### src/rtl/polyunit_pkg.sv
// Shared encodings for the polynomial-unit sequencer: modes, butterfly ops, FSM states.
// Holds no logic apart from the pass-count helper, so it adds no latency.
// No handshake of its own. Define POLYUNIT_SCALE_EN to add the INTT scale pass.
package polyunit_pkg;

  typedef enum logic [1:0] {
    MODE_NOP  = 2'b00,
    MODE_NTT  = 2'b01,
    MODE_INTT = 2'b10,
    MODE_BYP  = 2'b11
  } mode_e;

  typedef enum logic [1:0] {
    OP_CT    = 2'b00,
    OP_GS    = 2'b01,
    OP_SCALE = 2'b10,
    OP_PASS  = 2'b11
  } op_e;

  typedef enum logic [1:0] {
    IDLE  = 2'b00,
    ISSUE = 2'b01,
    DRAIN = 2'b10,
    DONE  = 2'b11
  } state_e;

  // Number of full passes over the coefficient RAM for a given mode
  function automatic int unsigned num_passes(input mode_e m, input int unsigned logn);
    case (m)
      MODE_NTT:  return logn - 1;
`ifdef POLYUNIT_SCALE_EN
      MODE_INTT: return logn;
`else
      MODE_INTT: return logn - 1;
`endif
      MODE_BYP:  return 1;
      default:   return 0;
    endcase
  endfunction

endpackage

### src/rtl/polyunit_dly.sv
// Write-back delay line: carries {valid, addr_a, addr_b} from read issue to write-back.
// Latency is exactly BF_LAT cycles, and the line advances every cycle.
// It has no stall input. inflight flags valid entries that have not yet reached the output.
module polyunit_dly #(
  parameter int BF_LAT = 4,
  parameter int ADDWID = 8
) (
  input  logic              clk,
  input  logic              rst,
  input  logic              in_vld,
  input  logic [ADDWID-1:0] in_a,
  input  logic [ADDWID-1:0] in_b,
  output logic              out_vld,
  output logic [ADDWID-1:0] out_a,
  output logic [ADDWID-1:0] out_b,
  output logic              inflight
);

  localparam logic [BF_LAT-1:0] LAST_BIT = (BF_LAT)'(1) << (BF_LAT - 1);

  logic [BF_LAT-1:0] vld_q;
  logic [ADDWID-1:0] a_q [BF_LAT];
  logic [ADDWID-1:0] b_q [BF_LAT];

  // Shift register. Reset clears every stage so that no stale write-back escapes.
  always_ff @(posedge clk or negedge rst) begin
    if (!rst) begin
      vld_q <= '0;
      for (int i = 0; i < BF_LAT; i++) begin
        a_q[i] <= '0;
        b_q[i] <= '0;
      end
    end else begin
      vld_q[0] <= in_vld;
      a_q[0]   <= in_a;
      b_q[0]   <= in_b;
      for (int i = 1; i < BF_LAT; i++) begin
        vld_q[i] <= vld_q[i-1];
        a_q[i]   <= a_q[i-1];
        b_q[i]   <= b_q[i-1];
      end
    end
  end

  assign out_vld  = vld_q[BF_LAT-1];
  assign out_a    = a_q[BF_LAT-1];
  assign out_b    = b_q[BF_LAT-1];
  assign inflight = |(vld_q & ~LAST_BIT);

endmodule

### src/rtl/polyunit_seq.sv
// NTT/INTT/bypass butterfly address sequencer. Write-back follows each issue after BF_LAT cycles.
// First rd_en comes 1 cycle after start is accepted. A layer boundary waits for the layer's last write-back.
// hold stalls issue only while in ISSUE. POLYUNIT_SCALE_EN appends an INTT scale pass.
module polyunit_seq
  import polyunit_pkg::*;
#(
  parameter int LOGN   = 8,
  parameter int BF_LAT = 4,
  parameter int ADDWID = LOGN
) (
  input  logic              clk,
  input  logic              rst,
  input  logic              start,
  input  logic [1:0]        mode,
  input  logic              hold,
  output logic              busy,
  output logic              done,
  output logic              rd_en,
  output logic [ADDWID-1:0] rd_addr_a,
  output logic [ADDWID-1:0] rd_addr_b,
  output logic [LOGN-2:0]   zeta_idx,
  output logic [1:0]        bf_op,
  output logic              wr_en,
  output logic [ADDWID-1:0] wr_addr_a,
  output logic [ADDWID-1:0] wr_addr_b
);

  localparam int HALF = 1 << (LOGN - 1);
  localparam int CW   = LOGN - 1;
  localparam int LW   = $clog2(LOGN + 1);

  state_e        state_q;
  mode_e         mode_q;
  logic [LW-1:0] layer_q;
  logic [LW-1:0] passes_q;
  logic [CW-1:0] cnt_q;
  logic          inflight;

  logic [31:0]   sh, grp, off, a32, b32, z32;
  op_e           op_w;

  // Map (layer, butterfly count) to operand pair, twiddle index and op code
  always_comb begin
    op_w = OP_PASS;
    sh   = 32'(LOGN - 1);
    z32  = '0;
    case (mode_q)
      MODE_NTT: begin
        op_w = OP_CT;
        sh   = 32'(LOGN - 1) - 32'(layer_q);
      end
      MODE_INTT: begin
        op_w = OP_GS;
        sh   = 32'(layer_q) + 32'd1;
`ifdef POLYUNIT_SCALE_EN
        if (32'(layer_q) == 32'(LOGN - 1)) begin
          op_w = OP_SCALE;
          sh   = 32'(LOGN - 1);
        end
`endif
      end
      default: ;
    endcase
    grp = 32'(cnt_q) >> sh;
    off = 32'(cnt_q) & ((32'd1 << sh) - 32'd1);
    a32 = (grp << (sh + 32'd1)) | off;
    b32 = a32 + (32'd1 << sh);
    if (op_w == OP_CT)
      z32 = (32'd1 << layer_q) + grp;
    else if (op_w == OP_GS)
      z32 = (32'(HALF) >> layer_q) - 32'd1 - grp;
  end

  // Control FSM with registered issue outputs
  always_ff @(posedge clk or negedge rst) begin
    if (!rst) begin
      state_q   <= IDLE;
      mode_q    <= MODE_NOP;
      layer_q   <= '0;
      passes_q  <= '0;
      cnt_q     <= '0;
      busy      <= 1'b0;
      done      <= 1'b0;
      rd_en     <= 1'b0;
      rd_addr_a <= '0;
      rd_addr_b <= '0;
      zeta_idx  <= '0;
      bf_op     <= '0;
    end else begin
      done      <= 1'b0;
      rd_en     <= 1'b0;
      rd_addr_a <= '0;
      rd_addr_b <= '0;
      case (state_q)
        IDLE: begin
          if (start) begin
            mode_q   <= mode_e'(mode);
            passes_q <= LW'(num_passes(mode_e'(mode), LOGN));
            layer_q  <= '0;
            cnt_q    <= '0;
            busy     <= 1'b1;
            state_q  <= (mode == MODE_NOP) ? DONE : ISSUE;
          end
        end
        ISSUE: begin
          if (!hold) begin
            rd_en     <= 1'b1;
            rd_addr_a <= ADDWID'(a32);
            rd_addr_b <= ADDWID'(b32);
            zeta_idx  <= CW'(z32);
            bf_op     <= op_w;
            if (cnt_q == CW'(HALF - 1)) begin
              cnt_q   <= '0;
              layer_q <= layer_q + LW'(1);
              state_q <= DRAIN;
            end else begin
              cnt_q <= cnt_q + CW'(1);
            end
          end
        end
        DRAIN: begin
          // The last write-back of the layer is on wr_en now, so the next read cannot hit stale data
          if (!rd_en && !inflight) begin
            if (layer_q == passes_q) begin
              done    <= 1'b1;
              busy    <= 1'b0;
              state_q <= IDLE;
            end else begin
              rd_en     <= 1'b1;
              rd_addr_a <= ADDWID'(a32);
              rd_addr_b <= ADDWID'(b32);
              zeta_idx  <= CW'(z32);
              bf_op     <= op_w;
              cnt_q     <= CW'(1);
              state_q   <= ISSUE;
            end
          end
        end
        DONE: begin
          done    <= 1'b1;
          busy    <= 1'b0;
          state_q <= IDLE;
        end
        default: state_q <= IDLE;
      endcase
    end
  end

  polyunit_dly #(.BF_LAT(BF_LAT), .ADDWID(ADDWID)) u_dly (
    .clk      (clk),
    .rst      (rst),
    .in_vld   (rd_en),
    .in_a     (rd_addr_a),
    .in_b     (rd_addr_b),
    .out_vld  (wr_en),
    .out_a    (wr_addr_a),
    .out_b    (wr_addr_b),
    .inflight (inflight)
  );

endmodule

### config.mk
export PLATFORM = sky130hd
export DESIGN_NAME = polyunit_seq
export DESIGN_NICKNAME = d
export VERILOG_FILES = /design/src/rtl/polyunit_pkg.sv /design/src/rtl/polyunit_dly.sv /design/src/rtl/polyunit_seq.sv
export SDC_FILE = /design/constraint.sdc
export NUM_CORES = 1
export LEC_CHECK = 0
export ABC_AREA = 1
export CAP_MARGIN = 20
export CORE_MARGIN = 2
export CORE_UTILIZATION = 59
export CTS_BUF_LIST = sky130_fd_sc_hd__clkbuf_2 sky130_fd_sc_hd__clkbuf_4 sky130_fd_sc_hd__clkbuf_8
export DETAILED_ROUTE_END_ITERATION = 10
export DONT_BUFFER_PORTS = 1
export GPL_TIMING_DRIVEN = 0
export PLACE_DENSITY = 0.78
export SETUP_SLACK_MARGIN = 0.4
export SLEW_MARGIN = 10
export SYNTH_ARGS = -nofsm -noshare
export SYNTH_HDL_FRONTEND = slang
export SYNTH_SLANG_ARGS = --single-unit
### constraint.sdc
create_clock -name clk -period 4.1 [get_ports clk]
set_clock_uncertainty 0.05 [all_clocks]
set_input_delay 0.615 -clock clk [delete_from_list [all_inputs] [get_ports clk]]
set_output_delay 0.615 -clock clk [all_outputs]
set_load 0.03 [all_outputs]
# Word-level counts from Yosys, hierarchy flattened
# Index checks and enable logic that the tools add are counted.
# classes
n_eq_ne	17
shifts	5
reduce_logical	18
n_mux	49
add_sub_neg	10
n_bitwise	2
# op_table
op	count
7-bit 2-to-1 mux	10
32-bit one-hot mux with 2 select lines	1
8-bit 2-to-1 mux	6
32-bit by 1-bit adder with 32-bit output, second input constant	1
8-bit one-hot mux with 2 select lines	2
1-bit by 32-bit left shift with 8-bit output, first input constant	1
32-bit by 32-bit left shift with 8-bit output	1
7-bit by 32-bit right shift with 32-bit output	1
7-bit one-hot mux with 3 select lines	1
2-bit 2-to-1 mux	8
4-bit AND reduction	4
7-bit one-hot mux with 2 select lines	1
4-bit 2-to-1 mux	3
2-bit inequality test, second input constant	6
2-bit == test, second input constant	5
1-bit 2-to-1 mux	9
8-bit adder	1
7-bit by 8-bit AND with 8-bit output	1
2-bit by 1-bit == test with 1-bit output, second input constant	4
8-bit bitwise OR	1
2-bit one-hot mux with 2 select lines	2
2-bit one-hot mux with 4 select lines	1
4-bit one-hot mux with 2 select lines	1
8-bit by 4-bit right shift with 7-bit output, first input constant	1
23 further kinds	29
# totals
output_inout_bits	45
register_bits	115

# Depth between registers and ports, before layout
# logic_depth
depth_word	10
ltp_mapped	37

# Cells and area by module
# Synthesis repeated with hierarchy kept, for this count alone.
# hier_totals
hier_cells	675
hier_area_um2	5941.9
# by_module_without_submodules
module	area_per_inst_um2	seq_area_each_um2	cells_per_inst	n_inst
polyunit_seq	4108.9	1126.1	588	1
polyunit_dly	1833.0	1701.6	87	1

# Least setup slack after synthesis
# No wires, ideal clock.
# synth_path
kind	register to register
start	register mode_q[0]
end	register rd_addr_b[7]
setup_time_ps	119
period_less_slack_ps	4281
t_arrival_ps	4112
path_buffers	2
path_stages_with_launch	33
path_slack_ps	-181
path_cell_list	dfrtp_1 > inv_1 > ha_1 > inv_2 > nand2_1 > buf_2 > ha_1 > nand2_1 > inv_2 > nand2_1 > ha_1 > nand2_1 > nor4_1 > nand3_2 > nor2_2 > buf_6 > nand4_1 > nand2_1 > nand2_1 > nand2_1 > nand2_1 > nand2_1 > ha_1 > inv_1 > nor2_1 > nor2_1 > nor2_1 > o21ai_0 > nand2_1 > a21oi_1 > nand3_2 > nand2_1 > nor2_1
# synth_between
elab_chain_cells	10
elab_cells_between_ends	15
cone_classes	add/sub (3); eq/ne (2); shift (3); mux (5); bitwise (2)
# synth_rtl
element	line	rtl
start: declaration	polyunit_seq.sv:33	mode_e mode_q;
start signal: assignment	polyunit_seq.sv:97	mode_q <= mode_e'(mode);
2-bit == test or 2-bit by 1-bit == test with 1-bit output (tied branches)	polyunit_seq.sv:47	case (mode_q)
32-bit one-hot mux with 2 select lines *	polyunit_seq.sv:47	
branches (longest 4 deep; another with 32-bit by 1-bit adder with 32-bit output)	--	
8-bit adder *	polyunit_seq.sv:67	b32 = a32 + (32'd1 << sh);
8-bit 2-to-1 mux	polyunit_seq.sv:124	if (layer_q == passes_q) begin
8-bit 2-to-1 mux	polyunit_seq.sv:123	if (!rd_en && !inflight) begin
8-bit one-hot mux with 2 select lines *	polyunit_seq.sv:94	case (state_q)
end signal: assignment	polyunit_seq.sv:109	rd_addr_b <= ADDWID'(b32);
end signal: assignment	polyunit_seq.sv:131	rd_addr_b <= ADDWID'(b32);
end: declaration	polyunit_seq.sv:20	output logic [ADDWID-1:0] rd_addr_b,
# Mark *: on every way between the ends.
# A chain may end at the register's enable or synchronous reset.

# Worst setup path in the final report
# layout_path
start	register mode_q[1]
end	register rd_addr_b[7]
# The elaborated chain is that of the path after synthesis.

==> metrics.yaml <==
logic_synthesis:
  synthTopCellsByArea: "dfrtp_1 (48%), ha_1 (9.3%), nand2_1 (7.7%), inv_1 (4.7%), nor2_1 (4.2%)"
  synth_top_area_share_pct: 47.6
  async_reset_ff_share_pct: 100
  synth_edf_count: 0
  synth_area_sq_mm: 0.00594
  synth_nets: 714
  ys_warn_count: 0
  synth_top_cell_by_area: "dfrtp_1"
  ys_ff_latch: 113
  synth.distinct_cells: 51
  synthFlopType: "dfrtp_1"
  yosysSeqAreaShare_pct: 47.6
  syn_inst: 661
  yosys.cell_count.top_type: "nand2_1"
  synthTopCellsByCount: "nand2_1 (122), dfrtp_1 (113), inv_1 (74)"
  postSynthAreaPerCell_sq_um: 8.98
critical_path:
  slowest_stage: "dfrtp_2"
  critPathKind: "flop to flop"
  critPathLaunchType: "flop"
  arrival_ns: 4.76
  cp_max_fo: 5
  critPathMaxStageDelay_ns: 0.46
  cp_num_buf_inv: 4
  cp.required_ns: 4.39
  crit_family: "simple AND/OR/NAND/NOR gates"
  cp-end-kind: "flop"
clocking:
  cts_buffers: 17
  cts_sinks: 113
  insertion_delay_ns: 0.45
  clk_path_buf_depth: 2
  cts_tree: "done"
  root_buffer: "clkbuf_8"
  clk_pin_slew_worst_paths_ns: 0.08
  h-tree-depth: 4
route:
  wl_met1_um: 6320
  first_pass_iters: 5
  wirelength_um: 15800
  met3_length_um: 1010
  via_per_inst: 5.71
  route.met2.wl_um: 8130
  via_count: 5110
  drt_iter0_drc: 316
  drc_errors: 0
  drtAntennaViolNets: 0
  routed.top_layer: "met4"
  routedWlPerCell_um: 17.7
timing:
  setup_viol: 3
  slew_headroom_pct: 27.3
  setup_ws_ns: -0.369
  drv_slew: 0
  post-route-period-util_pct: 109
  min_period_ns: 4.47
  rsz0062_at_grt: "yes"
  fmax_mhz: 224
  hold_viol: 0
  tightest_slew_ns: 1.08
  hold_slack_ns: 0.0279
floorplan:
  placeableCoreArea_sq_mm: 0.00977
  die_y_um: 104
  fp.dieW_um: 104
  pin_count: 51
  start_util_pct: 60.7
  rows: 36
  die_area_sq_mm: 0.0109
cells_and_area:
  area_growth_pct: 29.3
  layout-drive-gt1-share_pct: 35.8
  antennaDiodeCount: 0
  final_area_sq_mm: 0.00768
  nets: 804
  nFillCells: 585
  layoutNonFillerInstCount: 895
placement:
  preCtsSetupSlack_ns: -0.564
  dpl_cell_area_sq_mm: 0.00617
  port_buffers: 0
  dp_hpwl_um: 9390
  placed_cells: 794
  globalplace.congestion: 0.912
status:
  failed_checks: "negative setup slack"
  run_status: "complete, but fails checks"
grt:
  grt.overflow.total: 0
  antenna_found_initial: 0
  globalRouteTotalUtil_pct: 28.4
  grt_max_degree: 114
  grt_pass1_vias: 5039
  grt_pass1_wl_um: 24000
flow_run:
  maxCapViolCount: 0
hold_path:
  hp-class: "input port to async pin"
## metrics by stage
step	utilization [%]	setup TNS (ns)
2_1_floorplan	-	0
3_3_place_gp	63.1	-0.858
3_5_place_dp	63.1	-1.42
4_1_cts	73.3	-0.0880
5_1_grt	78.5	-1.98
6_report	78.5	-0.689
## sequential cells by signal (all words and copies together), names as in the netlist, 4 cells and up
register     flops
rd_addr_b        8
u_dly.vld_q      4
u_dly.a_q       24
zeta_idx         7
rd_addr_a        8
u_dly.b_q       24
cnt_q            7
u_dly.out_b      8
u_dly.out_a      8
layer_q          4
## logic make-up (layout without fill, tap and decap cells)
group / Yosys count / in the layout / share of synthesized area (%)
AO/OA/AOI/OAI: 92 / 92 / 9.02
XOR/XNOR: 5 / 5 / 0.738
adder cells (fa/ha/maj): 47 / 47 / 10.3
buffers and inverters: 108 / 209 / 8.45
flip-flops: 113 / 113 / 47.6
multiplexers: 1 / 1 / 0.190
AND/OR/NAND/NOR: 295 / 295 / 23.7
## worst reg2reg max path, delay by kind of cell (launching register included)
kind                     cells  cell delay, ns
AND/OR/NAND/NOR             24            2.24
AO/OA/AOI/OAI                4            0.62
adder cells (fa/ha/maj)      3            0.55
flip-flops                   1            0.46
buffers and inverters        4            0.42
## worst paths after layout
kind / startpoint / endpoint / slack [ns] / cells past startpoint
min in group clk: u_dly.a_q[26] / u_dly.a_q[18] / 0.29 / 0
max in group asynchronous: rst / mode_q[0] / 3.49 / 1
min reg2reg: u_dly.a_q[26] / u_dly.a_q[18] / 0.29 / 0
min: rst / zeta_idx[0] / 0.03 / 1
max reg2reg: mode_q[1] / rd_addr_b[7] / -0.37 / 35
max: mode_q[1] / rd_addr_b[7] / -0.37 / 35
## per-layer routing
metal	up-vias	GRT usage [%]
li1	2323	-
met1	2532	34.3
met2	213	47.9
met3	42	8.71
met4	0	10.1
met5	-	0
## repair_timing
action                                  4_1_cts  5_1_grt
buffers inserted                             49       21
endpoints found under the setup margin        8       11
resized for setup                            49       87
endpoints found under the hold margin       113        0
hold buffers                                  1        0
pin swaps                                    41       47
## final cells by class
type | instances | area (sq um) | area share, %
tap | 133 | 166 | 2.17
inverter | 83 | 347 | 4.51
clock inverter | 10 | 138 | 1.79
buffer | 25 | 206 | 2.69
multi-input combinational | 440 | 3140 | 41.0
sequential | 113 | 2830 | 36.9
timing repair buffer | 71 | 581 | 7.56
clock buffer | 20 | 263 | 3.42
## cells in the final DEF, fill, tap and decap left out, types with 3 or more instances in the layout
master / Yosys / routed
inv_1: 74 / 64
clkbuf_8: 0 / 18
nand2_2: 11 / 27
clkinv_2: 1 / 3
inv_4: 2 / 8
a21oi_1: 27 / 20
nand2_4: 4 / 14
a31oi_1: 8 / 6
nor2_1: 67 / 56
xnor2_1: 3 / 3
nand2_1: 122 / 96
ha_1: 44 / 25
nand3_2: 6 / 11
inv_2: 6 / 8
dfrtp_2: 0 / 4
clkinv_4: 0 / 3
buf_6: 3 / 7
o21ai_0: 32 / 25
o211ai_1: 3 / 3
o21ai_2: 1 / 4
buf_4: 17 / 83
nor2_2: 9 / 13
nor3_1: 19 / 17
dfrtp_1: 113 / 109
nand3_1: 35 / 30
o21ai_1: 4 / 8
a21oi_2: 1 / 8
nand4_1: 6 / 6
bufinv_16: 0 / 3
ha_4: 0 / 17
nor2_4: 6 / 13
Power is left out: the tool's default activity adds up to more than one toggle a clock period on the data nets, which glitch-free logic cannot reach.
